`config.mk`:
```
export PLATFORM = sky130hd
export DESIGN_NAME = chan_rd_sched
export DESIGN_NICKNAME = d
export VERILOG_FILES = /design/src/rtl/chan_rd_sched.sv
export SDC_FILE = /design/constraint.sdc
export NUM_CORES = 1
export LEC_CHECK = 0
export CAP_MARGIN = 10
export CELL_PAD_IN_SITES_DETAIL_PLACEMENT = 2
export CELL_PAD_IN_SITES_GLOBAL_PLACEMENT = 2
export CORE_MARGIN = 4
export CORE_UTILIZATION = 28
export CTS_BUF_LIST = sky130_fd_sc_hd__clkbuf_8
export DETAILED_ROUTE_END_ITERATION = 8
export GPL_ROUTABILITY_DRIVEN = 0
export PLACE_DENSITY_LB_ADDON = 0.1
export SKIP_CTS_REPAIR_TIMING = 1
export SLEW_MARGIN = 25
export SYNTH_ARGS = -nofsm -noshare
export SYNTH_HDL_FRONTEND = slang
export SYNTH_SLANG_ARGS = --single-unit
```
`constraint.sdc`:
```
create_clock -name clk -period 2.3 [get_ports clk]
set_input_delay 0.46 -clock clk [delete_from_list [all_inputs] [get_ports clk]]
set_output_delay 0.46 -clock clk [all_outputs]
set_load 0.05 [all_outputs]
```
`src/rtl/chan_rd_sched.sv`:
```
// Readout scheduler: gathers per-channel hits into sticky pending flags, feeds them to
// the external priority encoder and runs a fixed-length word burst for the granted channel.
module chan_rd_sched #(
    parameter int SIZE       = 3,
    parameter int WORDS_LOG2 = 2,
    parameter int LOST_W     = 16
) (
    input  logic                  clk,
    input  logic                  rst_n,
    input  logic [2**SIZE-1:0]    hit,
    input  logic [2**SIZE-1:0]    en_mask,
    output logic [2**SIZE-1:0]    req_vec,
    input  logic [SIZE-1:0]       enc_idx,
    output logic                  rd_valid,
    input  logic                  rd_ready,
    output logic [SIZE-1:0]       rd_ch,
    output logic [WORDS_LOG2-1:0] rd_word,
    output logic                  frame_done,
    output logic                  busy,
    output logic [LOST_W-1:0]     lost_cnt,
    input  logic                  lost_clr
);

    localparam int N = 2**SIZE;

    localparam logic [0:0] IDLE  = 1'b0;
    localparam logic [0:0] BURST = 1'b1;

    localparam logic [WORDS_LOG2-1:0] LAST_WORD = '1;
    localparam logic [LOST_W-1:0]     LOST_MAX  = '1;

    logic [0:0]            state_q, state_d;
    logic [N-1:0]          pending_q, pending_d;
    logic [SIZE-1:0]       cur_ch_q, cur_ch_d;
    logic [WORDS_LOG2-1:0] word_cnt_q, word_cnt_d;
    logic                  frame_done_q, frame_done_d;
    logic [LOST_W-1:0]     lost_cnt_q, lost_cnt_d;

    logic [N-1:0]          set_vec;
    logic [N-1:0]          clr_vec;
    logic                  lost_hit;

    // NOTE: every signal written here gets a default first, so no latches are inferred.
    always_comb begin
        state_d      = state_q;
        cur_ch_d     = cur_ch_q;
        word_cnt_d   = word_cnt_q;
        frame_done_d = 1'b0;
        clr_vec      = '0;

        case (state_q)
            IDLE: begin
                // enc_idx is only meaningful while something is pending.
                if (pending_q != '0) begin
                    cur_ch_d         = enc_idx;
                    clr_vec[enc_idx] = 1'b1;
                    word_cnt_d       = '0;
                    state_d          = BURST;
                end
            end
            BURST: begin
                if (rd_ready) begin
                    if (word_cnt_q == LAST_WORD) begin
                        frame_done_d = 1'b1;
                        word_cnt_d   = '0;
                        state_d      = IDLE;
                    end else begin
                        word_cnt_d = word_cnt_q + WORDS_LOG2'(1);
                    end
                end
            end
            default: state_d = IDLE;
        endcase
    end

    // Clearing at grant lets a hit arriving during the burst re-arm the same channel.
    assign set_vec   = hit & en_mask;
    assign pending_d = ((pending_q & ~clr_vec) | set_vec) & en_mask;
    assign lost_hit  = |(set_vec & pending_q & ~clr_vec);

    always_comb begin
        lost_cnt_d = lost_cnt_q;
        if (lost_clr) begin
            lost_cnt_d = '0;
        end else if (lost_hit && (lost_cnt_q != LOST_MAX)) begin
            lost_cnt_d = lost_cnt_q + LOST_W'(1);
        end
    end

    // NOTE: non-blocking assignments so every flop samples the pre-edge values.
    always_ff @(posedge clk or negedge rst_n) begin
        if (!rst_n) begin
            state_q      <= IDLE;
            pending_q    <= '0;
            cur_ch_q     <= '0;
            word_cnt_q   <= '0;
            frame_done_q <= 1'b0;
            lost_cnt_q   <= '0;
        end else begin
            state_q      <= state_d;
            pending_q    <= pending_d;
            cur_ch_q     <= cur_ch_d;
            word_cnt_q   <= word_cnt_d;
            frame_done_q <= frame_done_d;
            lost_cnt_q   <= lost_cnt_d;
        end
    end

    assign req_vec    = pending_q;
    assign rd_valid   = (state_q == BURST);
    assign busy       = (state_q == BURST);
    assign rd_ch      = cur_ch_q;
    assign rd_word    = word_cnt_q;
    assign frame_done = frame_done_q;
    assign lost_cnt   = lost_cnt_q;

endmodule

```
==> results of run 1 <==
## synth_stat cells, drive strengths merged
| cell type | n | share of area |
|---|---|---|
| nand3 | 17 | 0.053 |
| or2b | 2 | 0.0088 |
| nor3 | 3 | 0.0088 |
| dfrtp | 31 | 0.45 |
| ha | 2 | 0.015 |
| nand4 | 6 | 0.022 |
| nor4b | 1 | 0.0051 |
| a21oi | 21 | 0.064 |
| and3b | 1 | 0.0051 |
| o21ai | 10 | 0.029 |
| nor2 | 13 | 0.028 |
| or3 | 7 | 0.026 |
| mux2i | 4 | 0.023 |
| and3 | 7 | 0.026 |
| and2 | 1 | 0.0051 |
| o31ai | 1 | 0.0044 |
| buf | 2 | 0.011 |
| nor3b | 2 | 0.015 |
| clkbuf | 5 | 0.012 |
| nand3b | 1 | 0.0044 |
| o41a | 1 | 0.0073 |
| a211oi | 1 | 0.0044 |
| nand2b | 1 | 0.0037 |
| nand2 | 11 | 0.024 |
| or4 | 3 | 0.013 |
| nor4 | 3 | 0.015 |
| inv | 2 | 0.0044 |
| mux2 | 9 | 0.059 |
| o21a | 1 | 0.0044 |
| nor2b | 13 | 0.047 |
## worst max path at each step
stage / end / slack (ns) / start
2_1_floorplan: lost_cnt[7]$_DFFE_PN0P_ / 0.16 / lost_cnt[0]$_DFFE_PN0P_
3_3_place_gp: lost_cnt[9]$_DFFE_PN0P_ / -0.13 / enc_idx[2]
3_5_place_dp: lost_cnt[11]$_DFFE_PN0P_ / -0.25 / enc_idx[1]
4_1_cts: lost_cnt[12]$_DFFE_PN0P_ / 0.05 / enc_idx[1]
5_1_grt: lost_cnt[9]$_DFFE_PN0P_ / -0.03 / hit[2]
6_report: lost_cnt[9]$_DFFE_PN0P_ / 0.06 / en_mask[7]
## routing by layer
layer | wire (um) | vias to the layer above
li1 | - | 795
met1 | 2438 | 858
met2 | 3016 | 36
met3 | 246 | 5
met4 | 60 | 0
met5 | 0 | -
## area by class of cell
cell class	instances	area, um2
repair buffers	67	655.6
inverters	2	7.507
clock inverters	3	15.01
fillers	657	3393
multi-input cells	142	910.9
flip-flops and latches	31	775.7
clock buffers	5	68.82
well taps	75	93.84
## where the power goes
part	total, W	switching, W	internal [W]
sequential	0.000690	0.0000742	0.000616
clock	0.000426	0.000219	0.000207
combinational	0.000732	0.000444	0.000288
## state kept, by name (all words and copies together) (netlist names)
signal	cells
busy	1
req_vec	8
lost_cnt	16
rd_ch	3
frame_done	1
rd_word	2
## placed cells by master (no fill, tap or decap), types with 9 or more instances in the layout
master / synthesis / final
o21ai_0: 10 / 10
nand3_1: 16 / 16
nand2_1: 11 / 11
a21oi_1: 20 / 18
buf_4: 1 / 12
dfrtp_1: 31 / 31
clkdlybuf4s50_1: 0 / 52
mux2_2: 9 / 9
nor2b_1: 13 / 13
nor2_1: 13 / 13
## per-stage QoR
stage               setup TNS, ns  utilization  setup slack [ns]
floorplan                       0            -            0.1628
global placement           -1.107       0.4051           -0.1309
detailed placement         -2.887       0.4051           -0.2488
CTS                             0       0.4193           0.05356
global route             -0.03040       0.4269          -0.03040
finish                          0       0.4269           0.06373
## kinds of logic after synthesis
logic type / count (synthesis) / synth area share
DFF: 31 / 0.4529
muxes: 13 / 0.08254
and+or+nand+nor: 92 / 0.3097
adders and majority gates: 2 / 0.01461
buffers and inverters: 9 / 0.02702
AOI/OAI and AO/OA: 35 / 0.1132
==> key figures, run 1 <==
Run status
  • Status: complete, no violations

Placement
  • Port Buffers: 54
  • HPWL after detailed placement: 4470 um
  • Post-DP Area: 2399 um2
  • Placed cell count: 316

Clock tree
  • CTS sink count: 31
  • Root Driver: clkbuf_8
  • Clock latency on the worst-skew pair: 0.29 ns
  • CTS clk-pin slew, worst paths: 0.07 ns
  • Num CTS Buffers: 5
  • H-tree levels: 2
  • Clk buf depth: 2
  • CTS tree: yes

Setup path
  • Total stage count of the critical path: 8
  • Reg2Reg Setup Slack: 0.14 ns
  • Largest delay contributor family on the critical path: simple AND/OR/NAND/NOR gates
  • Cells along the critical path: clkdlybuf4s50_1 -> nand3_1 -> nand4_1 -> mux2i_1 -> and2_4 -> buf_12 -> nor4_1 -> mux2_2
  • Worst Path Max Fanout: 7
  • R2r endpoint: lost_cnt[9]$_DFFE_PN0P_
  • CP Class: in2reg
  • Critical path arrival: 2.41 ns
  • Buf/Inv on CP: 2
  • CP endpoint kind: register
  • R2R depth: 7
  • CP Launch Type: input pin
  • CP max stage cell: clkdlybuf4s50_1
  • Critical Path Max Stage Delay: 0.49 ns
  • CP required: 2.48 ns
  • RR Startpoint: busy$_DFF_PN0_

Timing
  • Fmax achieved: 447.2 MHz
  • Fin crit period: 2.236 ns
  • Crit share post-route: 0.9723
  • Final hold viol count: 0
  • Hold_ws: 0.5276 ns
  • Clk_skew: 0.007747 ns
  • Final slew viol count: 0
  • Actual slew at the worst max-slew pin: 0.6358 ns
  • Setup Viol. Count Final: 0
  • Rel. slew slack: 0.5748

Yosys
  • FF+latch count, synth: 31
  • Syn avg cell area: 9.412 um2
  • Post-synthesis cell type count: 36
  • Net Count, Synth: 207
  • Sequential fraction of the synthesis area: 0.4529
  • Post-Syn Instances: 182
  • Yosys warning count: 0
  • Post-synthesis cell area: 1713 um2

Flow run
  • Max Cap Viol: 0

Routing
  • Average vias per placed instance: 5.212
  • Post-route ant nets: 0
  • Drt pass-1 iters: 4
  • Via count: 1694
  • DR DRC count: 0
  • Post-Route WL: 5762 um
  • WL/cell: 17.73 um
  • DRT iter0 DRCs: 68

Power
  • PD cells: 731.1 nW/um2
  • Pwr Total: 0.001848 W
  • Leak: 1.032 nW
  • Worst VDD drop: 0.4344 mV

Global routing
  • Vias in the first global route: 1885
  • GRT Total Usage: 0.1644
  • Met3 Track Usage GR: 0.04278
  • Routing usage on met1: 0.2000
  • Gr busiest metal: met2
  • Antenna violations before repair: 0
  • Grt met2 use: 0.2901
  • First-pass GRT wire length: 9639 um
  • Largest net degree at the start of global routing: 32
  • Gr ovfl total: 0

Die
  • Initial Util: 0.2893
  • Cell Rows: 28
  • DIE WIDTH: 86.22 um
  • Die Ht: 86.22 um
  • Core Box Area: 5921 um2
  • Area of the die: 7433 um2
  • Boundary pin count: 55

Min path
  • Hold Crit Class: reg2reg
  • Worst hold path stage count: 1
  • Hold EP: rd_ch[1]$_DFFE_PN0P_
  • Hold wc startpoint: rd_ch[1]$_DFFE_PN0P_

Cells and area
  • Layout Cells excl Fill: 325
  • Fin area: 2527 um2
  • Ant diodes: 0
  • Final net count: 274
  • Share of layout cells above drive strength 1: 0.1640
  • Area grow syn2layout: 47.55%
No activity file was read; power rests on OpenSTA's default activity.
==> run 2, diff against run 1 <==
Settings changed: CORE_ASPECT_RATIO from default to 0.5.
==> run 2 against run 1 <==
  * Combinational power rose by 0.7%
  * Critical path depth fell by 7
  * Non-clock buffer count rose by 2
==> key figures, run 2 (synthesis results as in run 1) <==
Setup path
  • Cells along the critical path: clkdlybuf4s50_1
  • Worst Path Max Fanout: 10 (+3)
  • CP Class: reg2out
  • CP Launch Type: register
  • CP max stage cell: clkdlybuf4s50_1
  • Critical Path Max Stage Delay: 0.89 ns (+0.40 ns)
  • Critical path arrival: 1.78 ns (-0.63 ns)
  • CP endpoint kind: primary output
  • CP required: 1.84 ns (-0.64 ns)
  • Largest delay contributor family on the critical path: buffers and inverters
  • Buf/Inv on CP: 1 (-1)

Routing
  • Average vias per placed instance: 5.223 (+0.21%)
  • Via count: 1708 (+0.83%)
  • Drt pass-1 iters: 4 (unchanged)
  • DR DRC count: 0 (unchanged)
  • Post-Route WL: 6064 um (+5.2%)
  • WL/cell: 18.54 um (+4.6%)
  • DRT iter0 DRCs: 67 (-1.5%)
  • Post-route ant nets: 0 (unchanged)

Timing
  • Final slew viol count: 0 (unchanged)
  • Crit share post-route: 0.9718 (about the same)
  • Setup TNS: 0 ns (unchanged)
  • Hold_ws: 0.5340 ns (+0.006399 ns)
  • Final hold viol count: 0 (unchanged)
  • Fmax achieved: 447.4 MHz (about the same)
  • Clk_skew: 0.007519 ns (-0.0002279 ns)
  • Unrepaired setup endpoints after global routing: no
  • Actual slew at the worst max-slew pin: 0.5857 ns (-0.05006 ns)
  • Rel. slew slack: 0.6083 (+0.03348)
  • Fin crit period: 2.235 ns (-0.001152 ns)
  • Setup Viol. Count Final: 0 (unchanged)

Power
  • Worst VDD drop: 0.6702 mV (+54%)
  • Leak: 1.053 nW (+2.1%)
  • PD cells: 776.5 nW/um2 (+6.2%)

Cells and area
  • Area grow syn2layout: 50.84%
  • Leading cell type in the layout, fill and taps excluded: clkdlybuf4s50_1
  • Max reg flops: 16 (unchanged)
  • Fill cell count: 632 (-3.8%)
  • Util after Layout: 0.4529 (+0.02597)
  • Share of layout cells above drive strength 1: 0.1772 (+0.01317)
  • Final net count: 278 (+1.5%)
  • Ant diodes: 0 (unchanged)
  • Fin area: 2584 um2 (+2.2%)
  • Most frequent cells in the layout: clkdlybuf4s50_1 (52), dfrtp_1 (31), a21oi_1 (18), nand3_1 (16), buf_4 (15)

Placement
  • Post-DP Area: 2419 um2 (+0.83%)
  • HPWL after detailed placement: 4182 um (-6.5%)
  • Port Buffers: 54 (unchanged)

Clock tree
  • Root Driver: clkbuf_8
  • H-tree levels: 2 (unchanged)
  • CTS tree: yes
  • CTS sink count: 31 (unchanged)
  • Num CTS Buffers: 5 (unchanged)
  • Clk buf depth: 2 (unchanged)
  • CTS clk-pin slew, worst paths: 0.07 ns (about the same)
  • Clock latency on the worst-skew pair: 0.29 ns (about the same)

Die
  • DIE WIDTH: 118.6 um (+38%)
  • Die Ht: 63.31 um (-27%)
  • Initial Util: 0.3002 (+0.01091)
  • Boundary pin count: 55 (unchanged)
  • Core Box Area: 5705 um2 (-3.6%)
  • Area of the die: 7509 um2 (+1.0%)
  • Cell Rows: 19 (-32%)

Flow run
  • Max Cap Viol: 0 (unchanged)

Global routing
  • Gr ovfl total: 0 (unchanged)
  • Vias in the first global route: 1914 (+1.5%)
  • Largest net degree at the start of global routing: 32 (unchanged)
  • GRT Total Usage: 0.1605 (-0.003938)
  • Antenna violations before repair: 0 (unchanged)
  • First-pass GRT wire length: 9653 um (+0.15%)

Min path
  • Hold Crit Class: reg2reg

Run status
  • Status: complete, no violations
[run 2: cell count changes in the layout (fill, tap and decap cells not counted), moves of 2 or more]
cell,change
and2_2,+2
nor4_2,-2
buf_4,+3
clkinv_2,-2
[run 2: layer usage]
metal	up-vias	part of all wire	global-route usage
li1	808	-	-
met1	858	0.47	0.2055
met2	38	0.49	0.2770
met3	4	0.037	0.04111
met4	0	0.0045	0.03030
met5	-	0	0
[run 2: cell type report]
class	count	area (um2)	area share
clock buffers	6	82.58	0.03196
well taps	73	91.34	0.03535
multi-input cells	144	933.4	0.3613
clock inverters	2	35.03	0.01356
inverters	2	7.507	0.002906
repair buffers	69	658.1	0.2547
flip-flops and latches	31	775.7	0.3002
[run 2: metrics by stage]
stage               total power [W]  setup WS, ns  std cells
floorplan                  0.001126        0.1628        182
global placement           0.001390       -0.1410        317
detailed placement         0.001413       -0.2069        317
CTS                        0.002000       0.04464        325
global route               0.002118      0.005550        327
finish                     0.002006       0.06488        327
[run 2: power breakdown]
group	internal [W]	total [W]	switching, W
clock	0.000351	0.000577	0.000226
sequential	0.000616	0.000692	0.0000763
combinational	0.000284	0.000737	0.000453
[run 2: final timing paths]
check / end / depth (start not counted) / startpoint / slack (ns)
hold reg to reg: rd_ch[0]$_DFFE_PN0P_ / 1 / rd_ch[0]$_DFFE_PN0P_ / 0.53
setup reg to reg: lost_cnt[14]$_DFFE_PN0P_ / 6 / busy$_DFF_PN0_ / 0.19
setup / recovery: rd_valid / 1 / busy$_DFF_PN0_ / 0.06
min in group asynchronous: req_vec[3]$_DFF_PN0_ / 2 / rst_n / 0.58
max in group asynchronous: req_vec[4]$_DFF_PN0_ / 2 / rst_n / 1.41
hold / removal: rd_ch[0]$_DFFE_PN0P_ / 1 / rd_ch[0]$_DFFE_PN0P_ / 0.53
==> run 3, diff against run 2 <==
Settings changed: CAP_MARGIN 10 to 20.
==> results of run 3 <==
No change in the layout: final DEF, timing and power equal those of run 2.
